--- src/rtl/keypad_scan.sv ---
// keypad_scan: 4x4 hex keypad scanner with row synchronizer and press/release debounce.
// Drives one active-low column at a time, latches the first pressed key found, and emits one
// key_valid pulse per debounced press while shifting the last two keys into digit_new/old.
module keypad_scan #(
  parameter int unsigned SETTLE_CYCLES   = 16,
  parameter int unsigned DEBOUNCE_CYCLES = 480000
) (
  input  logic       clk,
  input  logic       reset,
  input  logic [3:0] rows,
  output logic [3:0] cols,
  output logic [3:0] key_code,
  output logic       key_valid,
  output logic [3:0] digit_new,
  output logic [3:0] digit_old
);

  localparam int unsigned SetW = (SETTLE_CYCLES > 1) ? $clog2(SETTLE_CYCLES) : 1;
  localparam int unsigned DbW  = (DEBOUNCE_CYCLES > 1) ? $clog2(DEBOUNCE_CYCLES) : 1;
  localparam logic [SetW-1:0] SetLast = SetW'(SETTLE_CYCLES - 1);
  localparam logic [DbW-1:0]  DbLast  = DbW'(DEBOUNCE_CYCLES - 1);

  typedef enum logic [1:0] {StScan, StDbPress, StHeld, StDbRelease} state_e;

  state_e          state_q, state_d;
  logic [3:0]      rows_meta_q, rows_s_q;
  logic [SetW-1:0] settle_q, settle_d;
  logic [DbW-1:0]  db_q, db_d;
  logic [1:0]      col_q, col_d;
  logic [1:0]      row_q, row_d;
  logic            key_valid_q, key_valid_d;
  logic [3:0]      key_code_q, key_code_d;
  logic [3:0]      digit_new_q, digit_new_d;
  logic [3:0]      digit_old_q, digit_old_d;

  logic            any_low;
  logic [1:0]      low_idx;
  logic            row_low;
  logic            settle_done;
  logic            db_done;
  logic [3:0]      key_map;

  // Hex legend of the keypad at (row, col).
  function automatic logic [3:0] map_key(input logic [1:0] r, input logic [1:0] c);
    logic [3:0] code;
    code = 4'h0;
    case ({r, c})
      4'h0: code = 4'h1;
      4'h1: code = 4'h2;
      4'h2: code = 4'h3;
      4'h3: code = 4'hA;
      4'h4: code = 4'h4;
      4'h5: code = 4'h5;
      4'h6: code = 4'h6;
      4'h7: code = 4'hB;
      4'h8: code = 4'h7;
      4'h9: code = 4'h8;
      4'hA: code = 4'h9;
      4'hB: code = 4'hC;
      4'hC: code = 4'hE;
      4'hD: code = 4'h0;
      4'hE: code = 4'hF;
      4'hF: code = 4'hD;
      default: code = 4'h0;
    endcase
    return code;
  endfunction

  // Two-flop synchronizer for the asynchronous rows; idles high like the pull-ups.
  always_ff @(posedge clk or posedge reset) begin
    if (reset) begin
      rows_meta_q <= 4'hF;
      rows_s_q    <= 4'hF;
    end else begin
      rows_meta_q <= rows;
      rows_s_q    <= rows_meta_q;
    end
  end

  // Decode conditions on the synchronized rows and counters.
  always_comb begin
    any_low     = ~&rows_s_q;
    low_idx     = 2'd0;
    if (!rows_s_q[0])      low_idx = 2'd0;
    else if (!rows_s_q[1]) low_idx = 2'd1;
    else if (!rows_s_q[2]) low_idx = 2'd2;
    else if (!rows_s_q[3]) low_idx = 2'd3;
    row_low     = ~rows_s_q[row_q];
    settle_done = (settle_q == SetLast);
    db_done     = (db_q == DbLast);
    key_map     = map_key(row_q, col_q);
  end

  // FSM state register.
  always_ff @(posedge clk or posedge reset) begin
    if (reset) begin
      state_q <= StScan;
    end else begin
      state_q <= state_d;
    end
  end

  // FSM next-state logic.
  always_comb begin
    state_d = state_q;
    unique case (state_q)
      StScan:      if (settle_done && any_low) state_d = StDbPress;
      StDbPress:   if (!row_low) state_d = StScan;
                   else if (db_done) state_d = StHeld;
      StHeld:      if (!row_low) state_d = StDbRelease;
      StDbRelease: if (row_low) state_d = StHeld;
                   else if (db_done) state_d = StScan;
      default:     state_d = StScan;
    endcase
  end

  // Datapath next-state: counters clear on every state entry, so they never wrap.
  always_comb begin
    settle_d    = '0;
    db_d        = '0;
    col_d       = col_q;
    row_d       = row_q;
    key_valid_d = 1'b0;
    key_code_d  = key_code_q;
    digit_new_d = digit_new_q;
    digit_old_d = digit_old_q;
    unique case (state_q)
      StScan: begin
        if (!settle_done) begin
          settle_d = settle_q + 1'b1;
        end else if (any_low) begin
          row_d = low_idx;
        end else begin
          col_d = col_q + 2'd1;
        end
      end
      StDbPress: begin
        if (!row_low) begin
          col_d = col_q + 2'd1;
        end else if (db_done) begin
          key_valid_d = 1'b1;
          key_code_d  = key_map;
          digit_new_d = key_map;
          digit_old_d = digit_new_q;
        end else begin
          db_d = db_q + 1'b1;
        end
      end
      StHeld: begin
        db_d = '0;
      end
      StDbRelease: begin
        if (row_low) begin
          db_d = '0;
        end else if (db_done) begin
          col_d = col_q + 2'd1;
        end else begin
          db_d = db_q + 1'b1;
        end
      end
      default: begin
        col_d = 2'd0;
      end
    endcase
  end

  // Datapath registers.
  always_ff @(posedge clk or posedge reset) begin
    if (reset) begin
      settle_q    <= '0;
      db_q        <= '0;
      col_q       <= 2'd0;
      row_q       <= 2'd0;
      key_valid_q <= 1'b0;
      key_code_q  <= 4'h0;
      digit_new_q <= 4'h0;
      digit_old_q <= 4'h0;
    end else begin
      settle_q    <= settle_d;
      db_q        <= db_d;
      col_q       <= col_d;
      row_q       <= row_d;
      key_valid_q <= key_valid_d;
      key_code_q  <= key_code_d;
      digit_new_q <= digit_new_d;
      digit_old_q <= digit_old_d;
    end
  end

  // Outputs: one active-low column, frozen outside SCAN because col_q only moves there.
  always_comb begin
    cols          = 4'hF;
    cols[col_q]   = 1'b0;
    key_valid     = key_valid_q;
    key_code      = key_code_q;
    digit_new     = digit_new_q;
    digit_old     = digit_old_q;
  end

endmodule

--- config.mk ---
export PLATFORM = sky130hd
export DESIGN_NAME = keypad_scan
export DESIGN_NICKNAME = d
export VERILOG_FILES = /design/src/rtl/keypad_scan.sv
export SDC_FILE = /design/constraint.sdc
export NUM_CORES = 1
export LEC_CHECK = 0
export ABC_AREA = 1
export CAP_MARGIN = 20
export CORE_MARGIN = 4
export CORE_UTILIZATION = 30
export CTS_CLUSTER_DIAMETER = 150
export DETAILED_ROUTE_END_ITERATION = 10
export GPL_TIMING_DRIVEN = 0
export PLACE_DENSITY_LB_ADDON = 0.15
export SKIP_CTS_REPAIR_TIMING = 1
export SLEW_MARGIN = 25
export SYNTH_ARGS = -nofsm -noshare
export SYNTH_HDL_FRONTEND = slang
export SYNTH_SLANG_ARGS = --single-unit
--- constraint.sdc ---
create_clock -name clk -period 2.7 [get_ports clk]
set_input_delay 0.27 -clock clk [delete_from_list [all_inputs] [get_ports clk]]
set_output_delay 0.27 -clock clk [all_outputs]
set_load 0.05 [all_outputs]
==> metrics.md, run 1 <==
| Metric | Value |
|---|---|
| Initial Util | `30.8%` |
| Core Box Area | `0.00769 sq mm` |
| DRT iter0 DRCs | `64` |
| Port-buffer cells | `22` |
| Crit. End Element | `output pin` |
| Hold crit path type | `in -> async` |
| Clock root cell | `clkbuf_8` |
| Router iterations before antenna repair | `4` |
| Clk slew on worst S/H paths | `90 ps` |
| Routed WL | `4.32 mm` |
| Register area share after synthesis | `49.0%` |
| Via count | `1738` |
| Number of enable flip-flop cells after synthesis | `0` |
| Final Slew Violations | `0` |
| Synth area leader | `dfrtp_1` |
| Worst endpoint data arrival time | `2000 ps` |
| CTS buffer count | `5` |
| Hold Fails Final Rpt | `0` |
| Max_cap viols | `0` |
| Number of routed nets with antenna violations | `0` |
| Most common cell in the netlist | `nand2_1` |
| Compound-cell area share of the yosys netlist | `7.18%` |
| Total Die Area | `0.00939 sq mm` |
| Placed cell count | `398` |
| Vias in the first global route | `1648` |
| F_max | `440 MHz` |
| Mapped Cells | `273` |
| Synth top area share | `40.1%` |
| Syn nets | `287` |
| DR vias/cell | `4.28` |
| Count of different cell masters after synthesis | `35` |
| Remaining global-route overflow | `0` |
| Asr flop ratio synth | `100%` |
| CP Max Fanout | `6` |
| Row cnt | `32` |
| Die width | `96.9 um` |
| Setup WS pre-CTS | `733 ps` |
| RSZ-0062 raised after global routing | `no` |
| Final TNS setup | `0 ps` |
| Remaining DRCs | `0` |
| Mux share of post-synthesis cell area | `0%` |
| Mean Syn Cell Area | `8.69 sq um` |
| Status | `finished clean` |
| Synth Area in Simple Gates | `28.8%` |
| Design area | `0.00283 sq mm` |
| Worst-case clock buffer depth | `2` |
| DPL Wire Length | `3.22 mm` |
| Fin nets | `317` |
| Die height | `96.9 um` |
| Setup violators final | `0` |
| H-Tree Depth | `2` |
| Relative slew slack | `66.9%` |
| Syn Std Cell Area | `0.00237 sq mm` |
| N_diodes | `0` |
| Fill cells | `824` |
| I/O pin cnt | `23` |
| Element type at the critical path start | `flop` |
| Sink Count | `46` |
| Worst IR Drop VDD | `0.000234 V` |
| Placed cell areas | `0.00274 sq mm` |
| Yosys reg bits | `46` |
| First-pass GRT wire length | `7.66 mm` |
| Period utilization | `84.2%` |
| Gp weighted congestion | `0.817` |
| Required time of the critical path | `2430 ps` |
| Post-synthesis adder-cell area fraction | `4.22%` |
| Critical path type | `reg -> out` |
| Setup Skew | `9.25 ps` |
| Ys flop type | `dfrtp_1` |
| Largest family of logic cells by synthesized area | `simple AND/OR/NAND/NOR gates` |
| Layout cells sized above 1 | `15.8%` |
| LEAKAGE | `1.26 nW` |
| Tot GR Track Use | `9.81%` |
| Yosys warning total | `0` |
| Drt wl/cell | `10.6 um` |
| Later-pin clock latency in the skew report | `300 ps` |
| Commonest cells in the netlist | `58 x nand2_1, 44 x nor2_1, 38 x dfrtp_1` |
| Area delta synth->final | `19.5%` |
| Area contributors post-synth | `dfrtp_1 40%, nand2_1 9.2%, dfstp_2 8.9%` |
| Post-Synth XOR/XNOR Area | `2.96%` |
| Tmin final | `2270 ps` |
| Worst-margin pin slew | `496 ps` |
| TritonCTS clock tree | `done` |
| Largest net degree at the start of global routing | `32` |
| Initial antenna violation count | `0` |
| Layout Cells excl Fill | `406` |
| Post-route setup slack | `427 ps` |
| Pwr per Cell Area | `649 mW/mm^2` |
cells in the final DEF (no fill, tap or decap), types with 7 or more instances in the layout:
cell type / Yosys / layout
clkdlybuf4s50_1: 0 / 22
ha_1: 8 / 8
o21ai_0: 10 / 10
dfrtp_1: 38 / 38
xor2_1: 7 / 7
nand2_1: 58 / 58
nor2_1: 44 / 44
inv_1: 28 / 27
dfstp_2: 8 / 8
nand3_1: 12 / 12
a21oi_1: 7 / 7
final timing paths:
kind	from	slack, ps	end	cells past startpoint
worst max-delay path	col_q[0]	430	cols[0]	4
worst min-delay path	reset	270	db_q[13]	2
worst max register to register	db_q[0]	1070	digit_new[2]	10
worst min register to register	rows_meta_q[1]	360	rows_s_q[1]	0
max in group asynchronous	reset	1880	rows_s_q[3]	3
min in group clk	rows[0]	360	rows_meta_q[0]	1
per-stage QoR:
| step | hold slack (ps) | power, mW | util, % |
|---|---|---|---|
| 3_5_place_dp | 348 | 1.43 | 35.6 |
| 2_1_floorplan | 274 | 1.26 | - |
| 3_3_place_gp | 348 | 1.42 | 35.4 |
| 6_report | 272 | 1.84 | 36.8 |
| 4_1_cts | 286 | 1.88 | 36.8 |
| 5_1_grt | 304 | 1.98 | 36.8 |
worst max-delay path, stage by stage, from the launching register on:
cell	delay (ps)
dfrtp_1	460
inv_1	160
ha_1	240
inv_1	50
clkdlybuf4s50_1	790
state kept, by name (all words and copies together) (netlist names), named ones only:
signal       count
row_q            2
rows_s_q         4
digit_new        4
digit_old        4
settle_q         4
col_q            2
key_valid        1
state_q          1
db_q            19
rows_meta_q      4
cell type report:
| class | count | area (sq um) | share of cell area [%] |
|---|---|---|---|
| sequential | 46 | 1160 | 41.0 |
| multi-input combinational | 187 | 1020 | 36.1 |
| timing repair buffer | 23 | 240 | 8.48 |
| inverter | 33 | 129 | 4.55 |
| tap | 102 | 128 | 4.51 |
| clock buffer | 5 | 68.8 | 2.43 |
| buffer | 7 | 57.6 | 2.03 |
| clock inverter | 3 | 25.0 | 0.883 |
cells by family (layout without fill, tap and decap cells):
| family | Yosys count | after routing |
|---|---|---|
| AND/OR/NAND/NOR | 142 | 142 |
| flip-flops | 46 | 46 |
| buffers and inverters | 40 | 71 |
| AO/OA/AOI/OAI | 29 | 29 |
| adder cells (fa/ha/maj) | 8 | 8 |
| XOR/XNOR | 8 | 8 |
power by group:
part           switching [mW]  leakage [nW]  internal [mW]  total [mW]
combinational           0.383         0.610          0.200       0.583
sequential             0.0649         0.604          0.753       0.818
clock                   0.250        0.0447          0.187       0.437
layer usage:
| metal | up-vias | global-route usage, % | part of all wire (%) |
|---|---|---|---|
| met5 | - | 0 | 0 |
| met4 | 0 | 2.92 | 0.97 |
| met3 | 4 | 2.74 | 3.9 |
| met2 | 31 | 14.6 | 43 |
| met1 | 787 | 13.9 | 52 |
| li1 | 916 | - | - |
Note: power is estimated with default switching activity, not from simulation.
==> run 2: changes to the inputs <==
==> constraint.sdc (replaced) <==
create_clock -name clk -period 2.1 [get_ports clk]
set_input_delay 0.21 -clock clk [delete_from_list [all_inputs] [get_ports clk]]
set_output_delay 0.21 -clock clk [all_outputs]
set_load 0.05 [all_outputs]
==> run 2 against run 1 <==
Sequential share of layout area decreased by 0.14 points; clock skew unchanged; final cell count unchanged; register-to-register slack got worse by 600 ps; clock-buffer cell count unchanged; critical path depth unchanged; sequential cell count unchanged; routed wire length increased by 0.14%; via count about the same; core utilization increased by 0.13 points; sequential power increased by 28%; setup slack got worse by 160 ps; highest routed layer unchanged.
==> metrics.md, run 2 (same netlist as run 1, synthesis figures left out) <==
| Metric | Value |
|---|---|
| Status | `finished clean` |
| Reg2Reg Setup Slack | `470 ps` |
| Setup Skew | `9.25 ps` |
| Routed WL | `4.33 mm` |
| Layout Cells excl Fill | `406` |
| Relative slew slack | `66.5%` |
| Kind of cell adding the most delay to the critical path | `buffers and inverters` |
| Largest net degree at the start of global routing | `32` |
| F_max | `547 MHz` |
| Port-buffer cells | `22` |
| Total Die Area | `0.00939 sq mm` |
| Gp weighted congestion | `0.817` |
| Vias in the first global route | `1648` |
| Crit-path cells | `inv_1 -> ha_1 -> inv_1 -> dlymetal6s2s_1` |
| Remaining DRCs | `0` |
| H-Tree Depth | `2` |
| Worst-margin pin slew | `502 ps` |
| Worst path slowest cell | `dfrtp_1` |
| Remaining global-route overflow | `0` |
| LEAKAGE | `1.28 nW` |
| N_diodes | `0` |
| Initial antenna violation count | `0` |
| Placed cell count | `398` |
| Row cnt | `32` |
| Router iterations before antenna repair | `4` |
| First-pass GRT wire length | `7.66 mm` |
| Pwr per Cell Area | `830 mW/mm^2` |
| Via count | `1737` |
| Initial Util | `30.8%` |
| Period utilization | `87.1%` |
| Number of routed nets with antenna violations | `0` |
| Crit. End Element | `output pin` |
| R2R Path End | `digit_new[2]` |
| Register bank with the most flops | `db_q` |
| Critical path type | `reg -> out` |
| CP max stage delay | `460 ps` |
| Worst IR Drop VDD | `0.000301 V` |
| Area delta synth->final | `19.9%` |
| DR vias/cell | `4.28` |
| Setup WS pre-CTS | `193 ps` |
| R2R cell count | `10` |
| Fin nets | `317` |
| Core Box Area | `0.00769 sq mm` |
| Drt wl/cell | `10.7 um` |
| Clock root cell | `clkbuf_8` |
| Tmin final | `1830 ps` |
| Post-route setup slack | `272 ps` |
| Placed cell areas | `0.00274 sq mm` |
| Area of the multi-input gates | `0.00102 sq mm` |
| DRT iter0 DRCs | `54` |
| Flip-flop count of the largest register after layout | `19` |
| Most common cell on crit path | `inv_1` |
| Final TNS setup | `0 ps` |
| Clk slew on worst S/H paths | `90 ps` |
| Worst endpoint data arrival time | `1620 ps` |
| Max_cap viols | `0` |
| Worst-case clock buffer depth | `2` |
| Worst Path Buf+Inv | `3` |
| Most frequent cells in the layout | `58 x nand2_1, 44 x nor2_1, 38 x dfrtp_1` |
| Required time of the critical path | `1890 ps` |
| Hold crit path type | `in -> async` |
| I/O pin cnt | `23` |
| RSZ-0062 raised after global routing | `no` |
| Hold Fails Final Rpt | `0` |
| DPL Wire Length | `3.22 mm` |
| FF-to-FF Start | `db_q[0]` |
| Fill cells | `820` |
| Design area | `0.00284 sq mm` |
| CP Max Fanout | `6` |
| Later-pin clock latency in the skew report | `300 ps` |
| CTS buffer count | `5` |
| Die height | `96.9 um` |
| Die width | `96.9 um` |
| Tot GR Track Use | `9.81%` |
| Layout cells sized above 1 | `15.8%` |
| TritonCTS clock tree | `done` |
| Sequential Area | `0.00116 sq mm` |
| Sink Count | `46` |
| Final Slew Violations | `0` |
| Commonest non-fill, non-tap cell in the layout | `nand2_1` |
| Element type at the critical path start | `flop` |
| Setup violators final | `0` |
run 2: cell types whose count changed in the layout (fill, tap and decap cells not counted), sizes merged:
cell           change
clkdlybuf4s50      -4
dlymetal6s2s       +4
run 2: how the worst max path moves through the flow:
stage / start / end / slack (ps) / depth (start not counted)
after floorplan: db_q[0] / digit_new[2] / 640 / 10
after global placement: reset / settle_q[0] / -240 / 2
after detailed placement: col_q[0] / cols[0] / 190 / 4
after CTS: col_q[0] / cols[0] / -160 / 4
after global routing: col_q[0] / cols[0] / 160 / 4
final: col_q[0] / cols[0] / 270 / 4
run 2: worst register-to-register path: cells and delay by family, from the launching register on:
| kind | cells | cell delay [ps] |
|---|---|---|
| simple gates | 6 | 690 |
| flops | 1 | 430 |
| fa+ha+maj | 1 | 210 |
| buf+inv | 2 | 140 |
| compound gates | 1 | 50 |
run 2: per-layer routing:
metal / track usage, % / share of wire (%)
met1: 13.9 / 52
met2: 14.6 / 43
met3: 2.74 / 3.9
met4: 2.92 / 0.97
met5: 0 / 0
run 2: layout make-up:
cell class | instances | share of cell area [%]
sequential | 46 | 40.8
multi-input combinational | 187 | 36.0
timing repair buffer | 23 | 8.80
inverter | 33 | 4.53
tap | 102 | 4.49
clock buffer | 5 | 2.42
buffer | 7 | 2.02
clock inverter | 3 | 0.880
run 2: per-stage QoR:
stage | hold slack (ps) | total power, mW | utilization (%)
after floorplan | 214 | 1.62 | -
after global placement | 348 | 1.83 | 35.4
after detailed placement | 348 | 1.84 | 35.6
after CTS | 226 | 2.42 | 36.8
after global routing | 244 | 2.54 | 37.0
final | 212 | 2.36 | 37.0
run 2: power by group:
group / internal, mW / leakage (nW) / switching [mW]
logic: 0.254 / 0.629 / 0.491
registers: 0.968 / 0.604 / 0.0835
clock network: 0.241 / 0.0447 / 0.321
